File: config.mk
export PLATFORM = sky130hd
export DESIGN_NAME = calendar_set_controller
export DESIGN_NICKNAME = d
export VERILOG_FILES = /design/src/rtl/calendar_pkg.sv /design/src/rtl/calendar_key_cond.sv /design/src/rtl/calendar_set_controller.sv
export SDC_FILE = /design/constraint.sdc
export NUM_CORES = 1
export LEC_CHECK = 0
export CAP_MARGIN = 20
export CORE_ASPECT_RATIO = 0.7
export CORE_MARGIN = 2
export CORE_UTILIZATION = 50
export CTS_BUF_LIST = sky130_fd_sc_hd__clkbuf_4 sky130_fd_sc_hd__clkbuf_8
export DETAILED_ROUTE_END_ITERATION = 10
export GPL_TIMING_DRIVEN = 0
export PLACE_DENSITY = 0.69
export SKIP_LAST_GASP = 1
export SLEW_MARGIN = 20
export SYNTH_ARGS = -nofsm -noshare
export SYNTH_HDL_FRONTEND = slang
export SYNTH_SLANG_ARGS = --single-unit
File: constraint.sdc
create_clock -name clock -period 4.3 [get_ports clock]
set_clock_uncertainty 0.05 [all_clocks]
set_input_delay 1.075 -clock clock [delete_from_list [all_inputs] [get_ports clock]]
set_output_delay 1.075 -clock clock [all_outputs]
set_load 0.02 [all_outputs]
File: src/rtl/calendar_pkg.sv
// ---------------------------------------------------------------------------
// calendar_pkg
// Shared constants for the calendar time-set logic: the field ordering used
// by the one-hot field buses, the number of editable fields, and the
// sequencer state encoding.
// ---------------------------------------------------------------------------
package calendar_pkg;

  localparam int NUM_FIELDS = 5;

  localparam int FLD_MIN   = 0;
  localparam int FLD_HOUR  = 1;
  localparam int FLD_DAY   = 2;
  localparam int FLD_MONTH = 3;
  localparam int FLD_YEAR  = 4;

  typedef enum logic {
    ST_RUN = 1'b0,
    ST_SET = 1'b1
  } state_t;

endpackage

File: src/rtl/calendar_key_cond.sv
// ---------------------------------------------------------------------------
// calendar_key_cond
// Conditions one raw active-low push button. It synchronises the pin,
// detects the press (falling) edge and, when REPEAT_EN is set, adds
// auto-repeat pulses while the key stays held.
//
// Ports
//   clock   in   system clock
//   reset   in   asynchronous, active-high reset
//   key_n   in   raw button pin, active-low
//   clear   in   1 = drop any repeat in progress; the held key must be
//                released and pressed again before it repeats
//   press   out  1-cycle pulse on a press edge or an auto-repeat tick
// ---------------------------------------------------------------------------
module calendar_key_cond #(
  parameter bit REPEAT_EN    = 1'b0,
  parameter int REPEAT_DELAY = 25000000,
  parameter int REPEAT_RATE  = 5000000,
  parameter int CNT_BITS     = 25
) (
  input  logic clock,
  input  logic reset,
  input  logic key_n,
  input  logic clear,
  output logic press
);

  logic                sync_1;
  logic                sync_2;
  logic                sync_prev;
  logic                armed;
  logic                in_rate;
  logic [CNT_BITS-1:0] rpt_cnt;
  logic                held;
  logic                fall;
  logic                at_limit;

  // Two-stage synchroniser plus one delay stage for edge detection. All
  // stages come out of reset as "released" so that releasing reset never
  // looks like a press.
  always_ff @(posedge clock or posedge reset) begin
    if (reset) begin
      sync_1    <= 1'b1;
      sync_2    <= 1'b1;
      sync_prev <= 1'b1;
    end else begin
      sync_1    <= key_n;
      sync_2    <= sync_1;
      sync_prev <= sync_2;
    end
  end

  assign held     = ~sync_2;
  assign fall     = sync_prev & ~sync_2;
  assign at_limit = in_rate ? (rpt_cnt == CNT_BITS'(REPEAT_RATE - 1))
                            : (rpt_cnt == CNT_BITS'(REPEAT_DELAY - 1));

  // Repeat timer. A press edge arms it; the first tick comes after the long
  // delay and later ticks after the shorter rate. Release or clear disarms,
  // and clear wins over a press edge in the same cycle so that a key still
  // held afterwards stays quiet until it is pressed again.
  always_ff @(posedge clock or posedge reset) begin
    if (reset) begin
      armed   <= 1'b0;
      in_rate <= 1'b0;
      rpt_cnt <= '0;
    end else if (clear || !held) begin
      armed   <= 1'b0;
      in_rate <= 1'b0;
      rpt_cnt <= '0;
    end else if (fall) begin
      armed   <= 1'b1;
      in_rate <= 1'b0;
      rpt_cnt <= '0;
    end else if (armed) begin
      if (at_limit) begin
        rpt_cnt <= '0;
        in_rate <= 1'b1;
      end else begin
        rpt_cnt <= rpt_cnt + 1'b1;
      end
    end
  end

  assign press = fall | (REPEAT_EN & armed & held & ~clear & at_limit);

endmodule

File: src/rtl/calendar_set_controller.sv
// ---------------------------------------------------------------------------
// calendar_set_controller
// Time-set sequencer for the calendar. In set mode it walks one editable
// field at a time (MIN, HOUR, DAY, MONTH, YEAR), sends increment pulses to
// the selected field counter, stops the time base and blinks the field
// being edited.
//
// Ports
//   clock       in   system clock
//   reset       in   asynchronous, active-high reset
//   set         in   set-mode switch level, 1 = set mode
//   key_up_n    in   raw increment key, active-low
//   key_mode_n  in   raw next-field key, active-low
//   field_sel   out  one-hot edited field, all 0 while running
//   field_up    out  1-cycle increment pulse to the selected field
//   run_en      out  1 = time base advances
//   sec_clear   out  1-cycle pulse when leaving set mode
//   blank_mask  out  1 = blank that field's digits this cycle
// ---------------------------------------------------------------------------
module calendar_set_controller #(
  parameter int NUM_FIELDS   = calendar_pkg::NUM_FIELDS,
  parameter int REPEAT_DELAY = 25000000,
  parameter int REPEAT_RATE  = 5000000,
  parameter int BLINK_DIV    = 12500000,
  parameter int CNT_BITS     = 25
) (
  input  logic                  clock,
  input  logic                  reset,
  input  logic                  set,
  input  logic                  key_up_n,
  input  logic                  key_mode_n,
  output logic [NUM_FIELDS-1:0] field_sel,
  output logic [NUM_FIELDS-1:0] field_up,
  output logic                  run_en,
  output logic                  sec_clear,
  output logic [NUM_FIELDS-1:0] blank_mask
);

  import calendar_pkg::state_t;
  import calendar_pkg::ST_RUN;
  import calendar_pkg::ST_SET;
  import calendar_pkg::FLD_MIN;

  localparam int FIELD_BITS = (NUM_FIELDS > 1) ? $clog2(NUM_FIELDS) : 1;
  localparam logic [FIELD_BITS-1:0] FIRST_FIELD = FIELD_BITS'(FLD_MIN);
  localparam logic [FIELD_BITS-1:0] LAST_FIELD  = FIELD_BITS'(NUM_FIELDS - 1);
  localparam logic [NUM_FIELDS-1:0] ONE_HOT0    = NUM_FIELDS'(1);

  state_t                state;
  state_t                next_state;
  logic [FIELD_BITS-1:0] field_idx;
  logic [FIELD_BITS-1:0] next_field;
  logic [CNT_BITS-1:0]   blink_cnt;
  logic [CNT_BITS-1:0]   next_blink_cnt;
  logic                  blink_phase;
  logic                  next_phase;
  logic                  set_meta;
  logic                  set_sync;
  logic                  up_press;
  logic                  mode_press;
  logic                  up_clear;
  logic                  up_fire;
  logic                  field_change;

  // The up key only repeats while a field is being edited; leaving set
  // mode or moving to another field cancels a repeat in progress.
  assign up_clear = (state != ST_SET) | ~set_sync | mode_press;

  calendar_key_cond #(
    .REPEAT_EN    (1'b1),
    .REPEAT_DELAY (REPEAT_DELAY),
    .REPEAT_RATE  (REPEAT_RATE),
    .CNT_BITS     (CNT_BITS)
  ) u_key_up (
    .clock (clock),
    .reset (reset),
    .key_n (key_up_n),
    .clear (up_clear),
    .press (up_press)
  );

  calendar_key_cond #(
    .REPEAT_EN    (1'b0),
    .REPEAT_DELAY (REPEAT_DELAY),
    .REPEAT_RATE  (REPEAT_RATE),
    .CNT_BITS     (CNT_BITS)
  ) u_key_mode (
    .clock (clock),
    .reset (reset),
    .key_n (key_mode_n),
    .clear (1'b1),
    .press (mode_press)
  );

  // The set switch is synchronised like the keys but resets to 0, so
  // coming out of reset with the switch already on is seen as a rise.
  always_ff @(posedge clock or posedge reset) begin
    if (reset) begin
      set_meta <= 1'b0;
      set_sync <= 1'b0;
    end else begin
      set_meta <= set;
      set_sync <= set_meta;
    end
  end

  // Next state, next field and blink timing. Mode beats up when both
  // arrive together. The blink restarts dark-free on entry, on every
  // field change and on every increment, so the digits being adjusted
  // stay visible.
  always_comb begin
    next_state     = state;
    next_field     = field_idx;
    field_change   = 1'b0;
    up_fire        = 1'b0;
    next_blink_cnt = blink_cnt + 1'b1;
    next_phase     = blink_phase;

    case (state)
      ST_RUN: begin
        if (set_sync) begin
          next_state   = ST_SET;
          next_field   = FIRST_FIELD;
          field_change = 1'b1;
        end
      end
      ST_SET: begin
        if (!set_sync) begin
          next_state = ST_RUN;
          next_field = FIRST_FIELD;
        end else if (mode_press) begin
          field_change = 1'b1;
          next_field   = (field_idx == LAST_FIELD) ? FIRST_FIELD
                                                   : field_idx + 1'b1;
        end else if (up_press) begin
          up_fire = 1'b1;
        end
      end
      default: begin
        next_state = ST_RUN;
        next_field = FIRST_FIELD;
      end
    endcase

    if (next_state != ST_SET || field_change || up_fire) begin
      next_blink_cnt = '0;
      next_phase     = 1'b0;
    end else if (blink_cnt == CNT_BITS'(BLINK_DIV - 1)) begin
      next_blink_cnt = '0;
      next_phase     = ~blink_phase;
    end
  end

  // State and output registers. Outputs are built from the next-state
  // values so they line up with the state they describe.
  always_ff @(posedge clock or posedge reset) begin
    if (reset) begin
      state       <= ST_RUN;
      field_idx   <= FIRST_FIELD;
      blink_cnt   <= '0;
      blink_phase <= 1'b0;
      field_sel   <= '0;
      field_up    <= '0;
      run_en      <= 1'b1;
      sec_clear   <= 1'b0;
      blank_mask  <= '0;
    end else begin
      state       <= next_state;
      field_idx   <= next_field;
      blink_cnt   <= next_blink_cnt;
      blink_phase <= next_phase;
      field_sel   <= (next_state == ST_SET) ? (ONE_HOT0 << next_field) : '0;
      field_up    <= up_fire ? (ONE_HOT0 << field_idx) : '0;
      run_en      <= (next_state == ST_RUN);
      sec_clear   <= (state == ST_SET) && (next_state == ST_RUN);
      blank_mask  <= ((next_state == ST_SET) && next_phase) ?
                     (ONE_HOT0 << next_field) : '0;
    end
  end

endmodule
Word level (Yosys, flattened, before mapping)
Index checks and enable logic that the tools add are counted.
W data, S select, Z words.

word-level totals
  flip-flop bits (word level) = 82
  bits of input ports = 5

cells by class
  $add $sub $neg = 3
  eq/ne operators = 4
  shifts and indexed selects = 2
  multiplexer cells = 31
  bitwise operators = 15
  reduce and logical (&&, ||, !) cells = 9

operators by type and width
  operator                 number
  $mux W25                 6
  $add A25 B1 Y25 const B  2
  $eq A25 B23 Y1 const B   1
  $eq A25 B24 Y1 const B   1
  $eq A25 B25 Y1 const B   1
  $mux W1                  16
  $mux W5                  3
  $mux W3                  4
  $shl A1 B3 Y5 const A    2
  $not A1 Y1               7
  $pmux W3 S2              1
  $reduce_bool A3 Y1       2
  $and A1 B1 Y1            5
  $add A3 B1 Y3 const B    1
  $eq A3 B3 Y1 const B     1
  $logic_or A1 B1 Y1       3
  $or A1 B1 Y1             3
  $logic_and A1 B1 Y1      2
  $pmux W1 S2              1
  $reduce_and A2 Y1        1
  $reduce_bool A2 Y1       1

Depth between registers and ports, before layout
  depth after elaboration = 15
  mapped depth = 8

By module
A second synthesis with hierarchy kept.

unflattened totals
  cell total of the unflattened synthesis = 362
  area total of the unflattened synthesis = 3990.1 um^2

by module, submodules not included
  module                          instances  cells each  area an instance (um^2)  sequential area each (um^2)
  calendar_set_controller         1          204         2336.0                   1227.4
  calendar_key_cond (u_key_up)    1          153         1557.7                   754.5
  calendar_key_cond (u_key_mode)  1          5           96.3                     78.8

Least setup slack after synthesis
Ideal clock, no wire load.

  path kind = register -> register
  from = register blink_cnt[7]
  to = register blank_mask[2]
  arrival = 1.832 ns
  data required time = 4.145 ns
  slack = 2.313 ns
  cell stages (with the launch flop) = 5
  path buffers = 0
  period minus slack after synthesis = 1.987 ns
  cell sequence = dfrtp_1 -> or4_1 -> or4_4 -> xor2_2 -> nor4b_1

on the way
  word-level cells in the longest chain between the ends = 5

ends and longest elaborated chain
  what                      line                            RTL
  start: declaration        calendar_set_controller.sv:53   logic [CNT_BITS-1:0] blink_cnt;
  start signal: assignment  calendar_set_controller.sv:170  blink_cnt <= next_blink_cnt;
  $eq A25 B24 Y1            calendar_set_controller.sv:148  end else if (blink_cnt == CNT_BITS'(BLINK_DIV - 1)) begin
  $mux W1                   calendar_set_controller.sv:148
  $mux W1                   calendar_set_controller.sv:145  if (next_state != ST_SET || field_change || up_fire) begin
  $logic_and A1 B1 Y1       calendar_set_controller.sv:176  blank_mask <= ((next_state == ST_SET) && next_phase) ?
  $mux W5                   calendar_set_controller.sv:176
  end signal: assignment    calendar_set_controller.sv:176
  end: declaration          calendar_set_controller.sv:36   output logic [NUM_FIELDS-1:0] blank_mask

No other way between the ends.
A chain may end at the register's enable or synchronous reset.

Worst setup path in the final report
  from = register run_en
  to = output run_en

RTL lines
  what                      line                            RTL
  start: declaration        calendar_set_controller.sv:34   output logic run_en,
  start signal: assignment  calendar_set_controller.sv:174  run_en <= (next_state == ST_RUN);

No word-level cell between the ends.

==> impl_metrics.toml <==
[placement]
portBuffers = 21
place_area_um2 = 4160
post-place-ws_ns = 1.86
post-dp-hpwl_um = 5120
place_congestion = 0.859

[cells_and_area]
area_growth_pct = 15.1
n_antenna_cell = 0
fillers = 624
final_cell_area_um2 = 4370
layout.nets = 414
layout-drive-gt1-share_pct = 9.34

[die]
io_pins = 22
rows = 26
die-height_um = 76.9
dieArea_um2 = 8320
core_um2 = 7320
die_x_um = 108
initial_core_util_pct = 51.9

[synthesis]
syn_nets = 381
synth_edf_count = 0
netlist_instances = 369
ys_types = 46
syn_area_um2 = 3800
async_flop_share_pct = 100
yosys.cell_count.top_type = "dfrtp_1"
synthTopCellsByCount = "75 x dfrtp_1, 67 x nor2_1, 27 x xor2_1"
syn_area_per_cell_um2 = 10.3
yosys.area.top_type = "dfrtp_1"
synth-seq-cells = 82
yosysSeqAreaShare_pct = 54.3
synth_top_flop_cell = "dfrtp_1"
synth_warnings = 0
yosys.area.top_type_share_pct = 49.4
synth_area_leaders = "dfrtp_1 49%, nor2_1 6.6%, xor2_1 6.2%, dfstp_2 4.8%, xnor2_1 4.2%"

[clock_tree]
post_cts_resized = 0
numCtsBuffers = 9
clock-sinks = 82
post_cts_buffers = 0
clk_pin_slew_ns = 0.09
clk_path_buf_depth = 2
root_buffer = "clkbuf_8"
insertion_delay_ns = 0.36
htree_levels = 3
cts_tree = "built"
cts_hold_buffers = 0

[power]
combPwrFrac_pct = 4.1
power.leakage_nw = 1.77
seq_power_share_pct = 54.9
switchingPower_uw = 332
power_mw = 1.44
power.share.clock_pct = 41.1
ir_drop_v = 0.000252
power_density_nw_per_um2 = 328
swShare_pct = 23.1
p_int_mw = 1.10

[setup_path]
critPathTopFamily = "buffers and inverters"
cp_max_fo = 1
path_cells = "clkdlybuf4s50_1"
cp-start-kind = "flip-flop"
crit_type = "reg2out"
cp_data_arrival_time_ns = 1.48
path_buf_inv = 1
cp.required_ns = 3.17
critical-path-max-stage-delay_ns = 0.59
cp_slowest_cell = "clkdlybuf4s50_1"
worstSetupEndpointType = "output pin"

[timing]
period_needed_ns = 2.60
hold_viol_final = 0
max_freq_ghz = 0.384
worst_pin_slew_ns = 0.946
setup_ws_ns = 1.70
fin_hold_ws_ns = 0.302
maxSlewHeadroom_pct = 36.5
fin_crit_sh_pct = 60.6
rsz0062_at_grt = "false"
setup_violations = 0
setup_tns_ns = 0
slew_viol_final = 0

[grt]
grtUsageMet3_pct = 8.08
grt_util_met2_pct = 27.0
grt-ovfl-total = 0
grt_pass1_wl_um = 12900
top_usage_layer = "met1"
antenna_found_initial = 0
grtUsageMet1_pct = 30.3
grt_pass1_vias = 2617
grt_util_all_layers_pct = 20.2
grt_max_degree = 57

[flow_run]
max_cap_violations = 0

[outcome]
outcome = "finished, final reports clean"

[detailed_routing]
dr.first_iter.drc_count = 132
drt_drc_violations_left = 0
first_pass_iters = 4
viasPerCell = 5.36
post_drt_wl_per_cell_um = 14.6
finalWirelength_um = 7360
vias = 2706
ant_nets = 0

[hold_path]
hp-class = "reg2reg"
## worst paths after layout
path | from | to | slack (ns) | depth (start not counted)
setup / recovery | run_en$_DFF_PP1_ | run_en | 1.70 | 1
hold reg to reg | set_meta$_DFF_PP0_ | set_sync$_DFF_PP0_ | 0.30 | 0
hold / removal | set_meta$_DFF_PP0_ | set_sync$_DFF_PP0_ | 0.30 | 0
max in group asynchronous | reset | u_key_mode.sync_1$_DFF_PP1_ | 2.58 | 3
min in group asynchronous | reset | u_key_up.rpt_cnt[16]$_DFFE_PP0P_ | 0.99 | 2
setup reg to reg | u_key_up.rpt_cnt[17]$_DFFE_PP0P_ | blink_cnt[23]$_DFF_PP0_ | 1.85 | 6
## layout make-up
cell class	instances	area, µm²	share of cell area [%]
Inverter	12	47.5	1.09
Buffer	10	45.0	1.03
Tap cell	98	123	2.81
Sequential cell	82	2060	47.2
Multi-Input combinational cell	265	1650	37.6
Clock buffer	11	151	3.46
Timing Repair Buffer	22	238	5.44
Clock inverter	5	60.1	1.37
## per-stage QoR
step / utilization (%) / cells
after global routing: 59.7 / 505
after CTS: 59.7 / 505
after floorplan: - / 369
after global placement: 56.4 / 488
final: 59.7 / 505
after detailed placement: 56.8 / 489
## logic make-up after synthesis
group,count (synthesis),share of synthesized area [%]
buffers and inverters,22,2.37
AO/OA/AOI/OAI,19,3.59
flip-flops,82,54.3
AND/OR/NAND/NOR,193,26.6
XOR/XNOR,46,10.8
adder cells (fa/ha/maj),7,2.31
## registers in the layout (all words and copies together), names as in the netlist, 3 cells and up
signal / count
blank_mask: 5
blink_cnt: 25
field_idx: 3
field_sel: 5
field_up: 5
u_key_up.rpt_cnt: 25
## placed cells by master, fill, tap and decap left out, types with 3 or more instances in the layout
| cell type | instances |
|---|---|
| a21oi_1 | 4 |
| a31oi_1 | 3 |
| and2_1 | 5 |
| and3_1 | 5 |
| and4_1 | 5 |
| buf_2 | 3 |
| clkbuf_1 | 6 |
| clkbuf_8 | 11 |
| clkdlybuf4s50_1 | 21 |
| dfrtp_1 | 75 |
| dfstp_2 | 7 |
| ha_1 | 7 |
| inv_1 | 11 |
| nand2_1 | 25 |
| nand3_1 | 21 |
| nand4_1 | 18 |
| nor2_1 | 67 |
| nor2b_1 | 3 |
| nor3_1 | 10 |
| nor3b_1 | 5 |
| nor4_1 | 6 |
| nor4b_1 | 7 |
| xnor2_1 | 18 |
| xor2_1 | 27 |
## power groups by stage
| stage | Combinational (mW) | Clock [mW] | Sequential, mW |
|---|---|---|---|
| after floorplan | 0.0330 | 0 | 0.804 |
| after global placement | 0.0556 | 0 | 0.802 |
| after detailed placement | 0.0599 | 0 | 0.803 |
| after CTS | 0.0602 | 0.611 | 0.788 |
| after global routing | 0.0662 | 0.644 | 0.789 |
| final | 0.0583 | 0.590 | 0.787 |
## metal layers
layer	part of all wire (%)	vias up
li1	-	1342
met3	4.2	4
met4	0.96	0
met2	43	46
met5	0	-
met1	52	1314
Note: power is estimated with default switching activity, not from simulation.
==> edit 1: new RTL, config.mk and constraints unchanged <==
`REPEAT_EN`: 1'b1 -> 1'b0.
--- a/src/rtl/calendar_set_controller.sv
+++ b/src/rtl/calendar_set_controller.sv
@@ -67,7 +67,7 @@
   assign up_clear = (state != ST_SET) | ~set_sync | mode_press;
 
   calendar_key_cond #(
-    .REPEAT_EN    (1'b1),
+    .REPEAT_EN    (1'b0),
     .REPEAT_DELAY (REPEAT_DELAY),
     .REPEAT_RATE  (REPEAT_RATE),
     .CNT_BITS     (CNT_BITS)
Formal check against the unedited RTL: same outputs for any inputs over 10 cycles, from zero or initial values and one cycle with reset high; that may be too few to reach the edited logic, so the function may still have changed.
==> edit 1 against the original RTL <==
- area after synthesis shrank 37%
- synthesized cell count down 42%
- sequential cell count decreased by 27
- register-to-register slack gained 360 ps
- power decreased by 39%
- setup slack better by 52 ps
- clock power is 50% lower
- design area shrank 36%
- largest cell class unchanged
- maximum frequency up 2.0%
- largest power group unchanged
- wire length fell by 46%
- combinational power down 21%
- highest routed layer unchanged
==> edit 1: results (changes against the original RTL) <==
* Share of layout cells above drive strength 1 at 13.9% (+4.6 points)
* Global-route wire length before repair at 6640 um (-49%)
* LEAKAGE at 1.26 nW (-29%)
* Synth Area in Adders at 3.12% (+0.81 points)
* Clock Latency Late Sink at 310 ps (-50 ps)
* Most common flop cell mapped by yosys: dfrtp_1
* TNS Setup at 0 ps (unchanged)
* Outcome: complete, no violations
* Tot GR Track Use at 16.4% (-3.8 points)
* Met1 GRT Util at 25.3% (-5.0 points)
* N_diodes at 0 (unchanged)
* CP arrival at 1430 ps (-50 ps)
* Detailed-route via count at 1532 (-43%)
* Worst setup SP type: flip-flop
* Critical path's top delay family: buffers and inverters
* Input/output buffers at 21 (unchanged)
* RR Startpoint: field_idx[1]
* Register area share after synthesis at 57.5% (+3.2 points)
* CTS Root Cell: clkbuf_8
* Mean Syn Cell Area at 11.3 um^2 (+9.4%)
* CTS buffer count at 5 (-4)
* Post-DP HPWL at 2890 um (-44%)
* Routed wire per std cell at 13.3 um (-9.0%)
* Clk pwr at 293 uW (-50%)
* Largest net degree at the start of global routing at 34 (-40%)
* Placer Congestion at 0.897 (+4.4%)
* DR WL met3 at 164 um (-47%)
* Filler instances at 362 (-42%)
* Pre-CTS setup slack at 2040 ps (+177 ps)
* Longest Clk Path Bufs at 2 (unchanged)
* Peak VDD IR at 0.000217 V (-14%)
* Synth Area in Compound Gates at 3.79% (+0.20 points)
* Unique cell type count in the Yosys netlist at 43 (-6.5%)
* Vias in the first global route at 1357 (-48%)
* Total power at 871 uW (-39%)
* Post-synthesis xor/xnor area fraction at 8.36% (-2.4 points)
* Top cells by area, synth: dfrtp_1, dfstp_2, xor2_1
* Area after detailed placement at 2720 um^2 (-35%)
* Worst slew pin tran at 699 ps (-247 ps)
* # H-tree levels at 2 (-1)
* Switching Share at 23.5% (+0.39 points)
* PostCTS Resize Cnt at 0 (unchanged)
* Initial drt markers at 108 (-18%)
* Dpl cells at 293 (-40%)
* Met3 Track Usage GR at 4.36% (-3.7 points)
* Routed met2 length at 1600 um (-49%)
* Met2 Usage GRT at 22.5% (-4.6 points)
* Ranking of synthesized cells by instance count: dfrtp_1, nor2_1, xor2_1
* Final net count at 254 (-39%)
* Metal-1 WL at 2180 um (-43%)
* Worst-path clk slew at 110 ps (+20 ps)
* Post-synthesis mux area share at 0.883% (+0.88 points)
* Non-filler cells, final at 301 (-40%)
* Comb. pwr at 46.1 uW (-21%)
* Post-synth net total at 225 (-41%)
## edit 1: changes by cell type after synthesis, moves of 9 or more
cell | unedited run | this run
xnor2_1 | 18 | 6
nand2_1 | 25 | 14
xor2_1 | 27 | 17
dfrtp_1 | 75 | 48
nor2_1 | 67 | 33
nand4_1 | 18 | 6
nand3_1 | 21 | 12
## edit 1: area by class of cell
cell class	instances	area, um^2	share of cell area (%)
flip-flops and latches	55	1390	49.2
multi-input cells	148	972	34.5
repair buffers	22	238	8.44
well taps	57	71.3	2.53
clock buffers	5	68.8	2.44
clock inverters	3	28.8	1.02
inverters	7	26.3	0.933
plain buffers	4	25.0	0.889
## edit 1: worst paths after layout
kind                                           end  slack, ps  depth (start not counted)
max in group asynchronous       u_key_up.sync_prev       2450                          3
worst max-delay path                        run_en       1750                          1
worst min register to register            set_sync        320                          0
worst max register to register       blank_mask[2]       2210                          6
min in group asynchronous            blink_cnt[20]       1130                          2
worst min-delay path                      set_sync        320                          0
==> edit 2: new RTL, same flow settings <==
Made on the original files. Register the output `blank_mask` once more, with the module's reset; this adds one clock of latency there. The other outputs are not delayed to match. Comments in the files are not updated.
--- a/src/rtl/calendar_set_controller.sv
+++ b/src/rtl/calendar_set_controller.sv
@@ -45,6 +45,8 @@
   localparam logic [FIELD_BITS-1:0] FIRST_FIELD = FIELD_BITS'(FLD_MIN);
   localparam logic [FIELD_BITS-1:0] LAST_FIELD  = FIELD_BITS'(NUM_FIELDS - 1);
   localparam logic [NUM_FIELDS-1:0] ONE_HOT0    = NUM_FIELDS'(1);
+
+  logic [NUM_FIELDS-1:0] blank_mask_s0;
 
   state_t                state;
   state_t                next_state;
@@ -163,7 +165,7 @@
       field_up    <= '0;
       run_en      <= 1'b1;
       sec_clear   <= 1'b0;
-      blank_mask  <= '0;
+      blank_mask_s0 <= '0;
     end else begin
       state       <= next_state;
       field_idx   <= next_field;
@@ -173,9 +175,17 @@
       field_up    <= up_fire ? (ONE_HOT0 << field_idx) : '0;
       run_en      <= (next_state == ST_RUN);
       sec_clear   <= (state == ST_SET) && (next_state == ST_RUN);
-      blank_mask  <= ((next_state == ST_SET) && next_phase) ?
+      blank_mask_s0 <= ((next_state == ST_SET) && next_phase) ?
                      (ONE_HOT0 << next_field) : '0;
     end
   end
 
+  always_ff @(posedge clock or posedge reset) begin
+    if (reset) begin
+      blank_mask <= '0;
+    end else begin
+      blank_mask <= blank_mask_s0;
+    end
+  end
+
 endmodule
Check against the original RTL: no difference found for any inputs over 10 cycles, from zero or initial values and one cycle with reset high; that may be too few to reach the edited logic, so the function may still have changed.
==> edit 2 against the original RTL <==
- maximum frequency increased by 0.14%
- global-route usage down 0.61 points
- clock power grew 2%
- sequential cell count up 5
- sequential power rose by 6.1%
- setup slack better by 3.7 ps
- power increased by 4.4%
- critical path depth did not move
- via count grew 1.7%
- register-to-register slack better by 60 ps
- design area rose by 2.8%
- wire length grew 1.8%
- area after synthesis rose by 3.3%
- count of clock-buffer cells in the layout is 2 lower
==> edit 2: results (changes against the original RTL) <==
* Critical path's top delay family: buffers and inverters
* Met1 GRT Util at 31.3% (+1.0 points)
* Met2 Usage GRT at 26.0% (-1.1 points)
* Reg2Reg Capture Point: blink_cnt[18]
* Drt first pass iters at 5 (+1)
* Flop-to-flop setup slack at 1910 ps (+60 ps)
* Global-route wire length before repair at 12900 um (+0.27%)
* PostCTS Resize Cnt at 0 (unchanged)
* Placer Congestion at 0.801 (-6.7%)
* CTS Root Cell: clkbuf_8
* Worst Hold End: blank_mask[1]
* Tot GR Track Use at 19.6% (-0.61 points)
* Biggest regs: blink_cnt (25), u_key_up.rpt_cnt (25)
* Crit Path Max Fanout at 1 (unchanged)
* DR WL met3 at 418 um (+35%)
* CP peak stage delay at 590 ps (about the same)
* Routed met2 length at 2980 um (-4.9%)
* Filler instances at 630 (+0.96%)
* Detailed-route via count at 2751 (+1.7%)
* Metal-1 WL at 3990 um (+3.6%)
* Hold Path Origin: blank_mask_s0[1]
* Tmin final at 2600 ps (-3.67 ps)
* Invs w/o clock at 12 (unchanged)
* Setup bufs post-CTS at 0 (unchanged)
* Top cells by area, synth: dfrtp_1, nor2_1, xor2_1
* Routed wire per std cell at 14.7 um (+0.77%)
* CP Launch Point: run_en
* Area after detailed placement at 4280 um^2 (+3.0%)
* Peak VDD IR at 0.000177 V (-30%)
* Input/output buffers at 21 (unchanged)
* Final net count at 419 (+1.2%)
* Synth warn at 0 (unchanged)
* Outcome: complete, no violations
* Ranking of synthesized cells by instance count: dfrtp_1, nor2_1, xor2_1
* Vias in the first global route at 2546 (-2.7%)
* FF+latch count at 87 (+6.1%)
* Buffering overhead at 6.29% (-0.18 points)
* LEAKAGE at 1.84 nW (+3.9%)
* Clock Latency Late Sink at 370 ps
* # H-tree levels at 3 (unchanged)
* Multi-input logic area at 1650 um^2 (unchanged)
* Share of layout cells above drive strength 1 at 9.22% (-0.11 points)
* Unique cell type count in the Yosys netlist at 46 (unchanged)
* Worst slew pin tran at 1020 ps (+69.8 ps)
* Register area share after synthesis at 55.7% (+1.5 points)
* Post-synth net total at 386 (+1.3%)
* Post-DP HPWL at 5350 um (+4.6%)
* Seq/total area at 48.6% (+1.5 points)
* Final setup fails at 0 (unchanged)
* Initial drt markers at 196 (+48%)
* RR Startpoint: u_key_up.rpt_cnt[22]
* Core ar. at 7450 um^2 (+1.8%)
* Most common flop cell mapped by yosys: dfrtp_1
* Worst hold path type: flip-flop to flip-flop
* Signal buffers at 32 (unchanged)
* Clock-cell share at 4.68% (-0.16 points)
* End of the critical path: run_en
* Met3 Track Usage GR at 4.57% (-3.5 points)
## edit 2: changes by cell type in the layout (fill, tap and decap cells not counted)
cell / delta
inv_8: +2
dfrtp_1: +5
inv_6: +1
clkbuf_8: -2
clkinv_2: -1
## edit 2: metrics by stage
stage / std cells / hold WS (ps) / util (%)
floorplan: 374 / 281 / -
global placement: 493 / 285 / 57.1
detailed placement: 494 / 286 / 57.5
CTS: 510 / 308 / 60.3
global route: 510 / 313 / 60.3
finish: 510 / 307 / 60.3
## edit 2: cell families after synthesis
group / synth area share [%]
flip-flops: 55.7
AO/OA/AOI/OAI: 3.48
AND/OR/NAND/NOR: 25.8
XOR/XNOR: 10.5
buffers and inverters: 2.30
adder cells (fa/ha/maj): 2.23
## edit 2: where the power goes
group | leakage [nW] | internal (mW) | total (mW) | switching (mW)
combinational | 0.553 | 0.0188 | 0.0590 | 0.0402
sequential | 1.18 | 0.828 | 0.835 | 0.00663
clock | 0.105 | 0.283 | 0.604 | 0.321
total | 1.84 | 1.13 | 1.50 | 0.368
